## src/rtl/bomberman_frame_sequencer.sv

```systemverilog
// bomberman_frame_sequencer: per-frame draw sequencer (stage, 121 tiles, p1, p2) plus frame-tick player strobes.
// Optional macro PAUSE_EN adds a pause input that freezes strobes and the move divider.
module bomberman_frame_sequencer #(
    parameter int FRAME_CYCLES = 833333,
    parameter int MOVE_DIV     = 4
) (
    input  logic       clock,
    input  logic       reset,
    input  logic       finished,
    input  logic       all_tiles_drawn,
    input  logic       p1_left,
    input  logic       p1_right,
    input  logic       p1_up,
    input  logic       p1_down,
    input  logic       p1_bomb_btn,
    input  logic       p2_left,
    input  logic       p2_right,
    input  logic       p2_up,
    input  logic       p2_down,
    input  logic       p2_bomb_btn,
`ifdef PAUSE_EN
    input  logic       pause,
`endif
    output logic [1:0] memory_select,
    output logic       copy_enable,
    output logic       tc_enable,
    output logic       player_reset,
    output logic       stage_reset,
    output logic       draw_stage,
    output logic       draw_t,
    output logic       draw_p1,
    output logic       draw_p2,
    output logic       p1_xmov,
    output logic       p1_xdir,
    output logic       p1_ymov,
    output logic       p1_ydir,
    output logic       p1_bomb,
    output logic       p2_xmov,
    output logic       p2_xdir,
    output logic       p2_ymov,
    output logic       p2_ydir,
    output logic       p2_bomb,
    output logic       frame_done,
    output logic       frame_overrun
);
    localparam int CW = ($clog2(FRAME_CYCLES) > 20) ? $clog2(FRAME_CYCLES) : 20;

    typedef enum logic [3:0] {
        INIT, STAGE_GO, STAGE_WAIT, TILE_GO, TILE_WAIT, TILE_STEP, TILE_CHECK,
        P1_GO, P1_WAIT, P2_GO, P2_WAIT, FRAME_WAIT, UPDATE
    } state_t;

    state_t        state_q, state_d;
    logic [CW-1:0] cnt_q, cnt_d;
    logic [3:0]    div_q, div_d;
    logic          tick_pending_q, tick_pending_d;
    logic          frame_overrun_q, frame_overrun_d;
    logic [1:0]    mem_q, mem_d;
    logic          copy_q, copy_d, tc_q, tc_d, init_q, init_d, done_q, done_d;
    logic [3:0]    draw_q, draw_d;
    logic [1:0]    xmov_q, xmov_d, xdir_q, xdir_d, ymov_q, ymov_d, ydir_q, ydir_d, bomb_q, bomb_d;
    logic          tick, leave_wait, advance, strobe, pause_i;

`ifdef PAUSE_EN
    assign pause_i = pause;
`else
    assign pause_i = 1'b0;
`endif

    always_comb begin
        tick            = cnt_q == CW'(FRAME_CYCLES - 1);
        cnt_d           = tick ? '0 : cnt_q + 1'b1;
        leave_wait      = (state_q == FRAME_WAIT) && tick_pending_q;
        tick_pending_d  = tick | (tick_pending_q & ~leave_wait);
        frame_overrun_d = frame_overrun_q | (tick & tick_pending_q & (state_q != FRAME_WAIT));
        advance         = leave_wait & ~pause_i;
        strobe          = advance & (div_q == 4'd0);
        div_d           = !advance ? div_q : (div_q == 4'(MOVE_DIV - 1)) ? 4'd0 : div_q + 4'd1;
        state_d         = state_q;
        case (state_q)
            INIT:       state_d = STAGE_GO;
            STAGE_GO:   state_d = STAGE_WAIT;
            STAGE_WAIT: state_d = finished ? TILE_GO : STAGE_WAIT;
            TILE_GO:    state_d = TILE_WAIT;
            TILE_WAIT:  state_d = finished ? TILE_STEP : TILE_WAIT;
            TILE_STEP:  state_d = TILE_CHECK;
            TILE_CHECK: state_d = all_tiles_drawn ? P1_GO : TILE_GO;
            P1_GO:      state_d = P1_WAIT;
            P1_WAIT:    state_d = finished ? P2_GO : P1_WAIT;
            P2_GO:      state_d = P2_WAIT;
            P2_WAIT:    state_d = finished ? FRAME_WAIT : P2_WAIT;
            FRAME_WAIT: state_d = tick_pending_q ? UPDATE : FRAME_WAIT;
            UPDATE:     state_d = STAGE_GO;
            default:    state_d = INIT;
        endcase
        // Outputs are decoded from the next state so they line up with the registered state
        copy_d    = state_d inside {STAGE_GO, TILE_GO, P1_GO, P2_GO};
        tc_d      = state_d == TILE_STEP;
        init_d    = state_d == INIT;
        done_d    = (state_q == P2_WAIT) && finished;
        draw_d[0] = state_d inside {STAGE_GO, STAGE_WAIT};
        draw_d[1] = state_d inside {TILE_GO, TILE_WAIT};
        draw_d[2] = state_d inside {P1_GO, P1_WAIT};
        draw_d[3] = state_d inside {P2_GO, P2_WAIT};
        mem_d     = draw_d[3] ? 2'd3 : draw_d[2] ? 2'd2 : draw_d[1] ? 2'd1 : 2'd0;
        xmov_d    = strobe ? {p2_left ^ p2_right, p1_left ^ p1_right} : 2'b00;
        ymov_d    = strobe ? {p2_up ^ p2_down, p1_up ^ p1_down} : 2'b00;
        bomb_d    = strobe ? {p2_bomb_btn, p1_bomb_btn} : 2'b00;
        xdir_d    = strobe ? {p2_right, p1_right} : xdir_q;
        ydir_d    = strobe ? {p2_down, p1_down} : ydir_q;
    end

    always_ff @(posedge clock or posedge reset) begin
        if (reset) begin
            state_q         <= INIT;
            cnt_q           <= '0;
            div_q           <= 4'd0;
            tick_pending_q  <= 1'b0;
            frame_overrun_q <= 1'b0;
            mem_q           <= 2'd0;
            copy_q          <= 1'b0;
            tc_q            <= 1'b0;
            init_q          <= 1'b1;
            done_q          <= 1'b0;
            draw_q          <= 4'd0;
            xmov_q          <= 2'b00;
            xdir_q          <= 2'b00;
            ymov_q          <= 2'b00;
            ydir_q          <= 2'b00;
            bomb_q          <= 2'b00;
        end else begin
            state_q         <= state_d;
            cnt_q           <= cnt_d;
            div_q           <= div_d;
            tick_pending_q  <= tick_pending_d;
            frame_overrun_q <= frame_overrun_d;
            mem_q           <= mem_d;
            copy_q          <= copy_d;
            tc_q            <= tc_d;
            init_q          <= init_d;
            done_q          <= done_d;
            draw_q          <= draw_d;
            xmov_q          <= xmov_d;
            xdir_q          <= xdir_d;
            ymov_q          <= ymov_d;
            ydir_q          <= ydir_d;
            bomb_q          <= bomb_d;
        end
    end

    assign memory_select = mem_q;
    assign copy_enable   = copy_q;
    assign tc_enable     = tc_q;
    assign player_reset  = init_q;
    assign stage_reset   = init_q;
    assign draw_stage    = draw_q[0];
    assign draw_t        = draw_q[1];
    assign draw_p1       = draw_q[2];
    assign draw_p2       = draw_q[3];
    assign p1_xmov       = xmov_q[0];
    assign p1_xdir       = xdir_q[0];
    assign p1_ymov       = ymov_q[0];
    assign p1_ydir       = ydir_q[0];
    assign p1_bomb       = bomb_q[0];
    assign p2_xmov       = xmov_q[1];
    assign p2_xdir       = xdir_q[1];
    assign p2_ymov       = ymov_q[1];
    assign p2_ydir       = ydir_q[1];
    assign p2_bomb       = bomb_q[1];
    assign frame_done    = done_q;
    assign frame_overrun = frame_overrun_q;
endmodule
```

## config.mk

```make
export PLATFORM = sky130hd
export DESIGN_NAME = bomberman_frame_sequencer
export DESIGN_NICKNAME = d
export VERILOG_FILES = /design/src/rtl/bomberman_frame_sequencer.sv
export SDC_FILE = /design/constraint.sdc
export NUM_CORES = 1
export LEC_CHECK = 0
export ABC_AREA = 1
export ABC_CLOCK_PERIOD_IN_PS = 2800
export CAP_MARGIN = 20
export CORE_MARGIN = 5
export CORE_UTILIZATION = 58
export DETAILED_ROUTE_END_ITERATION = 8
export PLACE_DENSITY = 0.85
export SETUP_SLACK_MARGIN = 0.15
export SYNTH_ARGS = -nofsm -noshare
export SYNTH_HDL_FRONTEND = slang
export SYNTH_SLANG_ARGS = --single-unit
```

## constraint.sdc

```tcl
create_clock -name clock -period 2.8 [get_ports clock]
set_clock_uncertainty 0.2 [all_clocks]
set_input_delay 0.7 -clock clock [delete_from_list [all_inputs] [get_ports clock]]
set_output_delay 0.7 -clock clock [all_outputs]
set_load 0.03 [all_outputs]
```

# After elaboration in Yosys (flattened, before gate mapping)
# Index checks and enable logic that the tools add are counted.
word_totals:
  latch_bits: 0
  memories: 0
  elab_cells: 79
  mem_bits_ro: 0
  register_bits: 50
  input_bits: 14
  output_inout_bits: 22
  ram_bits: 0
classes:
  n_shift: 0
  mux: 15
  bitwise: 11
  reduce_logical: 11
  order_cmp: 0
  addsub: 2
  div_mod_pow: 0
  mul: 0
  n_eq_ne: 24
ops:
  columns: ["operator", "count"]
  rows:
  - ["$pmux W4 S12", 1]
  - ["$eq A4 B4 Y1 const B", 8]
  - ["$eq A4 B3 Y1 const B", 7]
  - ["$add A20 B1 Y20 const B", 1]
  - ["$eq A20 B20 Y1 const B", 1]
  - ["$eq A4 B2 Y1 const B", 5]
  - ["$mux W20", 1]
  - ["$logic_not A4 Y1", 3]
  - ["$mux W2", 5]
  - ["$eq A4 B1 Y1 const B", 2]
  - ["$reduce_bool A2 Y1", 4]
  - ["$mux W3", 2]
  - ["$mux W1", 5]
  - ["$add A4 B1 Y4 const B", 1]
  - ["$and A1 B1 Y1", 4]
  - ["$mux W4", 1]
  - ["$ne A4 B4 Y1 const B", 1]
  - ["$reduce_bool A4 Y1", 1]
  - ["$xor A1 B1 Y1", 4]
  - ["$logic_and A1 B1 Y1", 2]
  - ["$or A1 B1 Y1", 2]
  - ["$reduce_or A2 Y1", 1]
  - ["$not A1 Y1", 1]

# Depth between registers and ports, before layout
# Gate-level depths: netlist of the first run.
logic_depth:
  depth_word: 8
  depth_mapped: 11
  ltp_nobuf: 11

# Worst setup path after synthesis of the first run
# OpenSTA, ideal clock, no wires.
synth_timing:
  path_kind: "reg2out"
  startpoint: "register init_q (netlist: player_reset)"
  endpoint: "output stage_reset"
  n_path_buf: 1
  slack_ns: 1.114
  arrival_time_ns: 0.786
  required_time_ns: 1.900
  path_stages_with_launch: 2
  cell_sequence: "dfstp_2 > buf_4"
synth_lines:
  columns: ["element", "line_no", "source"]
  rows:
  - ["from (decl)", "59", "logic copy_q, copy_d, tc_q, tc_d, init_q, init_d, done_q, done_d;"]
  - ["from (signal assigned)", "140", "init_q <= init_d;"]
  - ["to (decl)", "28", "output logic stage_reset,"]
# No word-level cell between the ends.

# Worst setup path in the final report of the first run
layout_timing:
  startpoint: "register init_q (netlist: player_reset)"
  endpoint: "output stage_reset"
# No word-level cell between the ends.

==> metrics.txt, run 1 <==
Initial Utilization 0.612; outcome finished, final reports clean; total CTS buffers 5; Final GP Congestion 0.953; YS warnings 0; layout cells sized above 1 0.0694; Post-CTS Setup Inserts 0; largest net degree at the start of global routing a little over 50; CTS root buf clkbuf_8; placed cell areas 0.00290 mm^2; initial antenna violation count 0; fin area roughly 0.003 mm^2; fin cells 396; Hold Path Class flip-flop to flip-flop; combinational share of power 0.306; CP peak stage delay between 600 and 700 ps; Filler Cells Inserted 288; CP Launch Type flip-flop; drt wl/cell ~13 um; # IOs 36; Routed WL 5170 um; number of clock sinks 50; length in cells of the worst reg-to-reg path 7; CP arrival 1500 ps; FMAX 417 MHz; Finish-stage setup viols 0; predominant post-synthesis flop cell dfrtp_1; Cells after DPL between 300 and 400; Global Route Usage Sum 0.200; slew margin rel. 0.683; iteration count of the initial detailed-routing pass 6; P_int 1.26 mW; Antenna diodes 0; via count between 2k and 2.5k; global route overflow 0; die area 0.00573 mm^2; CTS tree built; Final Hold Viols 0; Netlist Area Pre-Place between 0.002 and 0.003 mm^2; number of flops mapped to enable cells by yosys 0; fin crit period 2400 ps; unrepaired setup endpoints after global routing no; Core Rows 23; vias in the first global route 1990; Detail Route Antenna Nets 0; sequential area share after synthesis 0.501; worst path bufs/invs 1; DIE WIDTH between 70 and 80 um; clock group share of total power 0.258; CTS H-tree lvls 2; fin. max-slew vios 0; CTS max path bufs 2; Post-Synthesis Cells 306; CP endpoint kind output port; Worst-Skew Late Latency ~300 ps; Nets about 360; average vias per placed instance around 5.4; Slew @ Worst Pin 472 ps; Die Ht between 70 and 80 um; post-route setup TNS 0 ps; ys async rst share 1.00; VDD IR max 0.317 mV; Net Sw Power 667 uW; post-synthesis register bit count 50; Tot Pwr a little under 2 mW; Worst EP required 1900 ps; number of I/O port buffers 35; DP HPWL ~3800 um; Crit. path cell count 1; sw frac 0.345; Layout area overhead 20.3%; most frequent cells in the layout inv_1, nand2_1, dfrtp_1, nor2_1, clkdlybuf4s50_1; Pwr Density 642 mW/mm^2; Initial DRC Count 259; post-synth net total roughly 320; period utilization 0.856; worst hold path depth 2; Max FO, Critical Path 2; reg-to-reg slack, setup about 750 ps; Lkg Pwr 1.51 nW; hold buffer count at cts 0; global-route wire length before repair 8690 um; worst-path cell chain clkdlybuf4s50_1; cts repair resizes 0; Max-cap violations 0; Slowest-stage cell, CP clkdlybuf4s50_1; kind of cell adding the most delay to the critical path buffers and inverters; Setup CP Type flip-flop to output port; Yosys cell types 29; DRC 0; Core ar. roughly 0.004 mm^2; Avg Cell Area, Syn approximately 8.2 um^2; Seq pwr share 0.437; clock-pin slew on the worst setup and hold paths ~90 ps
==> layer usage <==
metal  vias up  GRT usage  share of wire
met1       993      0.269           0.42
met4         0     0.0796          0.022
met3        13     0.0515          0.086
met5         -          0              0
li1       1022          -              -
met2        99      0.310           0.47
==> sequential cells by signal, indices dropped and copies added, names as in the netlist <==
register and count:
xdir_q 2, ydir_q 2, tick_pending_q 1, bomb_q 2, player_reset 1, memory_select 2, frame_overrun 1, xmov_q 2
tc_enable 1, div_q 4, cnt_q 20, state_q 4, ymov_q 2, copy_enable 1, draw_q 4, frame_done 1
==> layout make-up <==
type                            instances  area (um^2)  area share
Tap cell                               50         62.6      0.0208
Multi-Input combinational cell        192          987       0.328
Sequential cell                        50         1250       0.416
Clock buffer                            5         68.8      0.0229
Timing Repair Buffer                   36          370       0.123
Clock inverter                          3         40.0      0.0133
Inverter                               60          226      0.0753
==> stage by stage <==
stage	utilization	setup slack [ps]	hold slack, ps
floorplan	-	700	250
global placement	0.709	607	249
detailed placement	0.709	496	276
CTS	0.736	388	301
global route	0.736	357	312
finish	0.736	404	285
==> kinds of logic after synthesis <==
logic type               count (synthesis)  synth area share
AO/OA/AOI/OAI                           17            0.0430
XOR/XNOR                                16            0.0560
adder cells (fa/ha/maj)                  4            0.0200
buffers and inverters                   64             0.105
flip-flops                              50             0.501
AND/OR/NAND/NOR                        155             0.276
==> cell usage after synthesis, drive strengths merged, types with 4 or more instances <==
| library cell | instances | area [um^2] |
|---|---|---|
| dfrtp | 49 | 1230 |
| ha | 4 | 50.1 |
| nor2 | 48 | 183 |
| nand4 | 9 | 56.3 |
| inv | 59 | 221 |
| xnor2 | 6 | 52.6 |
| nand3 | 23 | 128 |
| nand2 | 60 | 233 |
| nor3 | 9 | 50.1 |
| o21ai | 11 | 70.1 |
| buf | 4 | 35.0 |
| xor2 | 10 | 87.6 |
==> worst min-delay path, stage by stage (launching register included) <==
cell and delay [ps]:
dfrtp_1 360, inv_1 40, nand2_1 60
==> final timing paths <==
| kind | from | endpoint |
|---|---|---|
| worst max register to register | cnt_q[0]$_DFF_PP0_ | cnt_q[13]$_DFF_PP0_ |
| worst min register to register | frame_overrun$_DFF_PP0_ | frame_overrun$_DFF_PP0_ |
| min in group asynchronous | reset | memory_select[0]$_DFF_PP0_ |
| worst max-delay path | player_reset$_DFF_PP1_ | stage_reset |
| worst min-delay path | frame_overrun$_DFF_PP0_ | frame_overrun$_DFF_PP0_ |
| max in group asynchronous | reset | player_reset$_DFF_PP1_ |
==> power groups by stage <==
stage	Combinational, mW	Sequential (mW)	Clock, mW
after floorplan	0.302	0.937	0
after global placement	0.553	0.856	0
after detailed placement	0.579	0.857	0
after CTS	0.586	0.842	0.514
after global routing	0.650	0.854	0.539
final	0.590	0.843	0.498
No activity file was read; power rests on OpenSTA's default activity.
==> run 2, diff against run 1 <==
- CAP_MARGIN: 20 -> not set
==> results of run 2 <==
Final layout, timing and power as in run 1 (identical DEF).
